[src/rtl/apb_arbiter.sv]
// apb_arbiter: two-requester round-robin front end that sequences one APB master through IDLE/SETUP/ACCESS.
module apb_arbiter #(
  parameter int ADDWIDTH  = 8,
  parameter int DATAWIDTH = 32
) (
  input  logic                   PCLK,
  input  logic                   PRESET,
  input  logic                   req0_valid,
  input  logic                   req1_valid,
  input  logic                   req0_write,
  input  logic                   req1_write,
  input  logic [ADDWIDTH:0]      req0_addr,
  input  logic [ADDWIDTH:0]      req1_addr,
  input  logic [DATAWIDTH-1:0]   req0_wdata,
  input  logic [DATAWIDTH-1:0]   req1_wdata,
  input  logic [DATAWIDTH/8-1:0] req0_strb,
  input  logic [DATAWIDTH/8-1:0] req1_strb,
  output logic                   req0_accept,
  output logic                   req1_accept,
  output logic                   req0_done,
  output logic                   req1_done,
  output logic [DATAWIDTH-1:0]   rdata,
  output logic                   busy,
  output logic                   m_transfer,
  output logic                   m_write,
  output logic [ADDWIDTH:0]      m_addr,
  output logic [DATAWIDTH-1:0]   m_wdata,
  output logic [DATAWIDTH/8-1:0] m_strb,
  input  logic                   PREADY,
  input  logic [DATAWIDTH-1:0]   m_rdata
);
  typedef enum logic [1:0] {IDLE, START, SETUP, ACCESS} state_t;
  state_t r_state, w_next;
  logic r_owner, r_last;
  logic w_any, w_pick1, w_take, w_fin;
  always_comb begin
    w_any   = req0_valid | req1_valid;
    w_pick1 = req1_valid & (~req0_valid | ~r_last);
    w_take  = (r_state == IDLE) & w_any;
    w_fin   = (r_state == ACCESS) & PREADY;
    w_next  = (r_state == IDLE)  ? (w_any ? START : IDLE) :
              (r_state == START) ? SETUP :
              (r_state == SETUP) ? ACCESS :
              (PREADY ? IDLE : ACCESS);
  end
  assign m_transfer = (r_state == START);
  assign busy       = (r_state != IDLE);
  always_ff @(posedge PCLK) begin
    if (PRESET) r_state <= IDLE;
    else        r_state <= w_next;
  end
  always_ff @(posedge PCLK) begin
    if (PRESET) begin
      r_owner     <= 1'b0;
      r_last      <= 1'b1;
      req0_accept <= 1'b0;
      req1_accept <= 1'b0;
      req0_done   <= 1'b0;
      req1_done   <= 1'b0;
      rdata       <= '0;
      m_write     <= 1'b0;
      m_addr      <= '0;
      m_wdata     <= '0;
      m_strb      <= '0;
    end else begin
      req0_accept <= w_take & ~w_pick1;
      req1_accept <= w_take & w_pick1;
      req0_done   <= w_fin & ~r_owner;
      req1_done   <= w_fin & r_owner;
      if (w_take) begin
        r_owner <= w_pick1;
        m_write <= w_pick1 ? req1_write : req0_write;
        m_addr  <= w_pick1 ? req1_addr  : req0_addr;
        m_wdata <= w_pick1 ? req1_wdata : req0_wdata;
        m_strb  <= w_pick1 ? req1_strb  : req0_strb;
      end
      if (w_fin) begin
        rdata  <= m_rdata;
        r_last <= r_owner;
      end
    end
  end
endmodule

[config.mk]
export PLATFORM = sky130hd
export DESIGN_NAME = apb_arbiter
export DESIGN_NICKNAME = d
export VERILOG_FILES = /design/src/rtl/apb_arbiter.sv
export SDC_FILE = /design/constraint.sdc
export NUM_CORES = 1
export LEC_CHECK = 0
export ABC_AREA = 1
export ABC_CLOCK_PERIOD_IN_PS = 3200
export CAP_MARGIN = 20
export CORE_AREA = 4 4 116 90
export CTS_BUF_LIST = sky130_fd_sc_hd__clkbuf_8
export CTS_CLUSTER_SIZE = 28
export DETAILED_ROUTE_END_ITERATION = 8
export DIE_AREA = 0 0 120 94
export GPL_ROUTABILITY_DRIVEN = 0
export PLACE_DENSITY_LB_ADDON = 0.1
export SLEW_MARGIN = 25
export SYNTH_ARGS = -nofsm -noshare
export SYNTH_HDL_FRONTEND = slang
export SYNTH_SLANG_ARGS = --single-unit
[constraint.sdc]
create_clock -name PCLK -period 3.2 [get_ports PCLK]
set_clock_uncertainty 0.2 [all_clocks]
set_input_delay 0.64 -clock PCLK [delete_from_list [all_inputs] [get_ports PCLK]]
set_output_delay 0.64 -clock PCLK [all_outputs]
set_load 0.05 [all_outputs]
==> qor.csv, run 1 <==
metric,value,unit
outcome,completed,
syn_area_per_cell,7.06,um^2
R2R depth,7,
hold crit path type,reg2reg,
pre-CTS worst setup slack,0.453,ns
vias in the first global route,3860,
residual overflow from global routing,0,
Synth top area share,0.494,
Worst slew margin,0.624,
CTS max path bufs,2,
Placement Rows,31,
reg2reg setup slack,1.30,ns
P_sw,0.976,mW
Post-CTS Setup Inserts,0,
"most common cell after layout, fill and taps aside",nand2_1,
final WL,11500,um
DR pass1 iterations,4,
reg2reg start,r_last,
fin crit share,0.840,
CTS resizes,0,
Hold Path Depth,2,
Vias/cell,4.62,
Arrival @ worst endpoint,1.85,ns
final-report max-slew violation count,0,
"area leader, netlist",dfxtp_1,
sw frac,0.329,
Post-CTS Hold Buffers,0,
fin nets,823,
worst setup path class,reg2out,
WP depth,3,
VDD IR max,252,uV
largest net degree at the start of global routing,34,
TNS Setup,0,ns
sequential fraction of the synthesis area,0.494,
CTS tree,built,
DIE WIDTH,120,um
IO Count,213,
FMAX,372,MHz
P_int,1.99,mW
leak pwr,2.59,nW
r2r endpoint,m_addr[3],
synth warn,0,
GRT Util Overall,0.204,
core area,9430,um^2
worst min-delay path startpoint,rdata[18],
Inserted Clock Buffers,9,
Clock power frac,0.294,
post-synthesis cell count,493,
actual slew at the worst max-slew pin,0.562,ns
Sequential Power Share,0.405,
die area,11300,um^2
Final ANT Viol Nets,0,
Die Ht,94,um
HPWL after DPL,8550,um
Tmin final,2.69,ns
post-route DRC violation count,0,
WP buf/inv,2,
RSZ-0062 raised after global routing,false,
IO Port Bufs,212,
Yosys cell types,19,
initial drt markers,270,
slowest library cell on the worst path,clkdlybuf4s50_1,
first-pass GRT wire length,18600,um
synth top area cells,"dfxtp_1, nand2_1, nand3_1",
"Reg clk slew, reported paths",0.09,ns
Final Hold Viols,0,
initial antenna violation count,0,
Critical Path RT,2.36,ns
"slowest stage delay, CP",0.87,ns
Max Fanout on Critical Path,5,
final setup margin,0.512,ns
critical-path cell list,inv_2 > nand2_2 > clkdlybuf4s50_1,
layout cell share with drive strength beyond 1,0.0544,
Final setup violation count,0,
Comb power frac,0.301,
pwr dens,503,nW/um^2
DR vias,3839,
Filler Cell Count,848,
clock sink total,86,
Worst-Skew Late Latency,0.35,ns
most frequent cells in the layout,"nand2_1, clkdlybuf4s50_1, dfxtp_1",
type of destination of the critical path,output pin,
area delta synth->final,69.4,%
Root Driver,clkbuf_8,
Startpoint Class,register,
Crit path max-delay family,buffers and inverters,
drt wl/cell,13.9,um
antenna cell count,0,
Mapped Nets,622,
#FFs+latches synth,86,
Hold Path Sink,rdata[18],
"Cell Area, Synth",3480,um^2
Max-cap violations,0,
CTS H-Tree Depth,3,
Starting Density,0.369,
[sequential cells by signal, summed over array words and instances (netlist names)]
| signal | count |
|---|---|
| r_state | 2 |
| req1_done | 1 |
| req0_accept | 1 |
| m_strb | 4 |
| r_owner | 1 |
| req0_done | 1 |
| rdata | 32 |
| m_write | 1 |
| r_last | 1 |
| req1_accept | 1 |
| m_wdata | 32 |
| m_addr | 9 |
[synthesized netlist by cell type]
cell type and count:
inv_1 2, nor2_1 7, dfxtp_1 86, nand3_1 43, nand2_1 281, clkbuf_1 6
a21oi_1 17, nand4_1 13, buf_2 11, nor2_8 1, nor2_2 3, nand2_4 1
buf_4 4, buf_1 3, buf_6 5, inv_2 4, o21ai_2 1, nand2_2 3
nor2_4 2
[worst register-to-register path: stages (launching register included)]
cell and delay [ns]:
dfxtp_1 0.33, nand2_2 0.27, nand2_4 0.29, nor2_4 0.42, nand2_1 0.10, nand2_1 0.09, nand2_1 0.05, nand2_1 0.08
[per-stage QoR]
stage,hold slack (ns),total power [mW],util,instances,area (um^2)
floorplan,0.222,1.74,-,493,3480
global placement,0.227,2.11,0.601,815,5670
detailed placement,0.232,2.12,0.601,815,5670
CTS,0.250,3.00,0.626,831,5900
global route,0.272,3.10,0.626,831,5900
finish,0.246,2.97,0.626,831,5900
[layout make-up]
class                   instances  area [um^2]  share of cell area
repair buffers                219         2190               0.371
flip-flops and latches         86         1720               0.292
multi-input cells             372         1570               0.266
well taps                     132          165              0.0280
clock buffers                  11          151              0.0257
clock inverters                 5         81.3              0.0138
inverters                       6         22.5             0.00382
[power groups by stage]
stage | Combinational [mW] | Sequential (mW) | Clock [mW]
3_3_place_gp | 0.885 | 1.22 | 0
6_report | 0.894 | 1.20 | 0.872
5_1_grt | 0.953 | 1.21 | 0.937
4_1_cts | 0.899 | 1.20 | 0.898
3_5_place_dp | 0.896 | 1.22 | 0
2_1_floorplan | 0.252 | 1.49 | 0
[routing by layer]
layer	part of all wire	global-route usage	vias to the layer above	routed length, um
li1	-	-	1942	-
met1	0.42	0.240	1727	4840
met2	0.46	0.338	158	5340
met3	0.10	0.0909	12	1200
met4	0.012	0.0572	0	136
met5	0	0	-	0
[logic make-up (layout without fill, tap and decap cells)]
kind of cell,count (synthesis),count (layout),share of synthesized area
AOI/OAI and AO/OA,18,18,0.0269
DFF,86,86,0.494
buffers and inverters,35,241,0.0568
and+or+nand+nor,354,354,0.422
[worst max-delay path by stage]
stage                from  slack, ns          end
6_report       r_state[1]       0.51         busy
5_1_grt        r_state[1]       0.45         busy
4_1_cts        r_state[1]       0.49         busy
3_5_place_dp   req0_valid       0.45  m_wdata[24]
3_3_place_gp   req0_valid       0.54    m_addr[4]
2_1_floorplan  r_state[0]       1.30   m_transfer
Power figures use the tool's default switching activity.
==> run 2: changes to the inputs <==
- ABC_CLOCK_PERIOD_IN_PS: 3200 -> 2700
- clock period: 3.2 -> 2.7 ns (I/O delays scaled with it)
==> run 2 against run 1 <==
  * Sequential cell count unchanged
  * Global-route usage down 0.43 points
  * Sequential power is 18% higher
  * Hold slack got worse by 0.012 ns
  * Cell count is 0.48% higher
  * Count of clock-buffer cells in the layout down 1
  * Wire length increased by 0.83%
  * Clock power rose by 4.4%
  * Critical path depth unchanged
  * Critical endpoint is now m_transfer
  * Largest cell class unchanged
  * Largest power group unchanged
==> qor.csv, run 2 (same netlist as run 1, synthesis figures left out) <==
metric,value,unit
"most common cell after layout, fill and taps aside",nand2_1,
TNS Setup,0,ns
Critical Path RT,1.96,ns
area delta synth->final,68.9,%
met1 WL,4990,um
Final ANT Viol Nets,0,
VDD IR max,344,uV
drt wl/cell,13.9,um
P_int,2.24,mW
DIE WIDTH,120,um
outcome,completed,
DR WL met2,5260,um
final setup margin,0.218,ns
slowest library cell on the worst path,clkdlybuf4s50_1,
sw frac,0.340,
critical-path cell list,inv_2 > nor2_1 > clkdlybuf4s50_1,
actual slew at the worst max-slew pin,0.545,ns
IO Count,213,
Post-CTS Setup Inserts,0,
register area,1720,um^2
Max-cap violations,0,
HPWL after DPL,8710,um
footprint of the multi-input gates,1570,um^2
Root Driver,clkbuf_8,
CTS tree,built,
clock sink total,86,
Filler Cell Count,889,
Min Hold Slack,0.233,ns
die area,11300,um^2
worst setup path class,reg2out,
P_sw,1.15,mW
Startpoint Class,register,
post-route DRC violation count,0,
layout cell share with drive strength beyond 1,0.0597,
Vias/cell,4.60,
Comb power frac,0.312,
RSZ-0062 raised after global routing,false,
Arrival @ worst endpoint,1.74,ns
DR vias,3841,
hold crit path type,reg2reg,
Final Hold Viols,0,
Worst-Skew Late Latency,0.35,ns
Crit path max-delay family,buffers and inverters,
CTS H-Tree Depth,3,
pwr dens,576,nW/um^2
core area,9430,um^2
first-pass GRT wire length,18200,um
Die Ht,94,um
highest metal used,met4,
initial antenna violation count,0,
DR pass1 iterations,5,
leak pwr,2.59,nW
WL met3,1120,um
WP buf/inv,2,
Clock power frac,0.268,
type of destination of the critical path,output pin,
IO Port Bufs,212,
FMAX,403,MHz
initial drt markers,237,
Post-CTS Hold Buffers,0,
Pwr Total,3.39,mW
Finished Cell Area,5880,um^2
antenna cell count,0,
Worst slew margin,0.635,
GRT Util Overall,0.200,
Sequential Power Share,0.419,
most frequent cells in the layout,"nand2_1, clkdlybuf4s50_1, dfxtp_1",
Tmin final,2.48,ns
vias in the first global route,3749,
CTS max path bufs,2,
dpl cell area,5680,um^2
pre-CTS worst setup slack,0.324,ns
Largest regs,"m_wdata (32), rdata (32), m_addr (9)",
final-report max-slew violation count,0,
Placement Rows,31,
Starting Density,0.369,
Final setup violation count,0,
Inserted Clock Buffers,9,
fin crit share,0.919,
"Reg clk slew, reported paths",0.09,ns
"slowest stage delay, CP",0.85,ns
Max Fanout on Critical Path,4,
final WL,11600,um
fin nets,827,
residual overflow from global routing,0,
CTS resizes,0,
largest net degree at the start of global routing,33,
run 2: final cells by class:
type                    instances  area share
repair buffers                223       0.374
flip-flops and latches         86       0.293
multi-input cells             372       0.267
well taps                     132      0.0281
clock buffers                  10      0.0234
clock inverters                 6      0.0106
inverters                       6     0.00383
run 2: per-stage QoR:
stage	utilization	cells
floorplan	-	493
global route	0.624	835
detailed placement	0.603	819
finish	0.624	835
global placement	0.603	819
CTS	0.624	835
run 2: metal layers:
metal / vias to the layer above / track usage
li1: 1954 / -
met1: 1711 / 0.242
met2: 155 / 0.324
met3: 21 / 0.0783
met4: 0 / 0.0686
met5: - / 0
run 2: tightest hold or removal path: stages (launching register included):
cell and delay (ns):
dfxtp_1 0.32, inv_1 0.05, nor2_1 0.04
run 2: power groups by stage:
stage	logic, mW	registers, mW	clock network (mW)
after floorplan	0.299	1.76	0
after global placement	1.05	1.45	0
after detailed placement	1.06	1.45	0
after CTS	1.07	1.42	0.943
after global routing	1.13	1.43	0.994
final	1.06	1.42	0.910
run 2: worst paths after layout:
path,from,end,slack [ns],cells after the start
worst min register to register,r_owner,req1_done,0.23,2
worst max-delay path,r_state[0],m_transfer,0.22,3
worst min-delay path,r_owner,req1_done,0.23,2
worst max register to register,r_last,m_wdata[11],1.17,7
==> run 3: changes to the inputs <==
- ABC_AREA: 1 -> default
- CAP_MARGIN: 20 -> 15
- CORE_AREA: 4 4 116 90 -> 4 4 114 89
- DIE_AREA: 0 0 120 94 -> 0 0 118 93
==> run 3 against run 2 <==
  * Global-route usage up 1.1 points
  * Combinational power down 14%
  * Setup slack worse by 0.049 ns
  * Sequential share of layout area up 0.77 points
  * First-iteration DRC count up 46%
  * Register-to-register slack worse by 0.60 ns
  * Critical path type unchanged
  * Final area down 2.6%
  * Wire length up 3.2%
  * Total power down 5.4%
  * Synthesized cell count down 32%
  * Count of clock-buffer cells in the layout up 1
==> qor.csv, run 3 <==
metric,value,unit
Arrival @ worst endpoint,1.79,ns
vias in the first global route,3618,
syn_area_per_cell,10.1,um^2
HPWL after DPL,8660,um
Placement Rows,30,
layout cell share with drive strength beyond 1,0.0619,
fin util,0.642,
Root Driver,clkbuf_8,
sw frac,0.313,
CTS max path bufs,2,
post-route DRC violation count,0,
worst setup path class,reg2out,
residual overflow from global routing,0,
core area,8930,um^2
slowest library cell on the worst path,clkdlybuf4s50_1,
Final ANT Viol Nets,0,
Inserted Clock Buffers,9,
final WL,12000,um
Final Hold Viols,0,
"top cells by count, synth","dfxtp_1, inv_1, a22o_1, a211oi_1, a221o_1",
GRT Util Overall,0.211,
asr flop ratio synth,0,
pwr dens,560,nW/um^2
hold crit path type,reg2reg,
top_reg_cell synth,dfxtp_1,
clock sink total,86,
Tmin final,2.53,ns
Pwr Total,3.21,mW
antenna cell count,0,
"area leader, netlist",dfxtp_1,
critical-path cell list,nor2b_1 > clkdlybuf4s50_1,
IO Count,213,
synth warn,0,
Clock power frac,0.279,
initial antenna violation count,0,
top-count cell post-synth,dfxtp_1,
actual slew at the worst max-slew pin,0.913,ns
Post-CTS Setup Inserts,0,
Synth top area share,0.512,
first-pass GRT wire length,18700,um
Max-cap violations,0,
final setup margin,0.170,ns
RSZ-0062 raised after global routing,false,
initial drt markers,347,
fin nets,659,
final-report max-slew violation count,0,
Yosys cell types,26,
WP buf/inv,1,
FMAX,395,MHz
fin crit share,0.937,
DIE WIDTH,118,um
#FFs+latches synth,86,
Crit path max-delay family,buffers and inverters,
Sequential Power Share,0.435,
Comb power frac,0.286,
P_int,2.20,mW
die area,11000,um^2
"slowest stage delay, CP",0.83,ns
Post-CTS Hold Buffers,0,
Die Ht,93,um
Mapped Nets,462,
CTS H-Tree Depth,3,
DR pass1 iterations,4,
Worst slew margin,0.389,
largest net degree at the start of global routing,47,
most frequent cells in the layout,"clkdlybuf4s50_1, dfxtp_1, inv_1",
IO Port Bufs,212,
Post-synth EDFFs,0,
"most common cell after layout, fill and taps aside",clkdlybuf4s50_1,
Worst-Skew Late Latency,0.35,ns
DR vias,3518,
sequential fraction of the synthesis area,0.512,
pre-CTS worst setup slack,0.152,ns
Final setup violation count,0,
P_sw,1.00,mW
VDD IR max,312,uV
CTS resizes,0,
leak pwr,2.09,nW
Max Fanout on Critical Path,5,
Critical Path RT,1.96,ns
"Cell Area, Synth",3360,um^2
Largest regs,"m_wdata (32), rdata (32), m_addr (9)",
area delta synth->final,70.4,%
drt wl/cell,18.6,um
"Reg clk slew, reported paths",0.08,ns
synth top area cells,"dfxtp_1, a221o_1, a22o_1",
post-synthesis cell count,333,
type of destination of the critical path,output pin,
Starting Density,0.377,
Vias/cell,5.45,
Min Hold Slack,0.282,ns
TNS Setup,0,ns
outcome,completed,
CTS tree,built,
Startpoint Class,register,
==> run 3: cell types whose count changed after synthesis, moves of 17 or more <==
cell and change:
nand2_1 -281, nand3_1 -42, a22o_1 +32, a211oi_1 +31
a221o_1 +31, inv_1 +31, clkbuf_1 +19, nand4_1 +17
==> run 3: metrics by stage <==
| stage | std cells | cell area (um^2) |
|---|---|---|
| after floorplan | 333 | 3360 |
| after global placement | 631 | 5540 |
| after detailed placement | 631 | 5540 |
| after CTS | 645 | 5730 |
| after global routing | 645 | 5730 |
| final | 645 | 5730 |
==> run 3: path summary, 6_finish.rpt <==
path         startpoint         end  slack (ns)  depth (start not counted)
max          r_state[0]  m_transfer        0.17                          2
min           rdata[21]   rdata[21]        0.28                          1
max reg2reg  r_state[0]   m_addr[2]        0.57                          4
min reg2reg   rdata[21]   rdata[21]        0.28                          1
==> run 3: power groups by stage <==
stage / Combinational, mW / Clock, mW / Sequential, mW
finish: 0.916 / 0.895 / 1.40
global route: 0.963 / 0.969 / 1.41
CTS: 0.920 / 0.921 / 1.40
detailed placement: 0.916 / 0 / 1.43
global placement: 0.906 / 0 / 1.42
floorplan: 0.239 / 0 / 1.69
==> run 3: logic make-up (layout without fill, tap and decap cells) <==
logic type	Yosys count	count (layout)	synth area share
AOI/OAI and AO/OA	130	130	0.306
DFF	86	86	0.512
buffers and inverters	73	273	0.0993
and+or+nand+nor	44	44	0.0833
==> run 3: per-layer routing <==
metal | track usage | up-vias | share of wire
li1 | - | 1665 | -
met5 | 0 | - | 0
met4 | 0.0839 | 0 | 0.030
met3 | 0.0931 | 30 | 0.097
met2 | 0.333 | 187 | 0.46
met1 | 0.253 | 1636 | 0.41
==> run 3: worst register-to-register path, stage by stage, from the launching register on <==
cell and delay [ns]:
dfxtp_1 0.38, nor2_4 0.46, buf_4 0.52, a211oi_1 0.18
a221o_1 0.29
==> run 3: cell type report <==
type	instances	area (um^2)
clock buffer	11	151
clock inverter	3	37.5
fill	772	3200
inverter	33	124
multi-input combinational	174	1330
sequential	86	1720
tap	112	140
timing repair buffer	226	2230
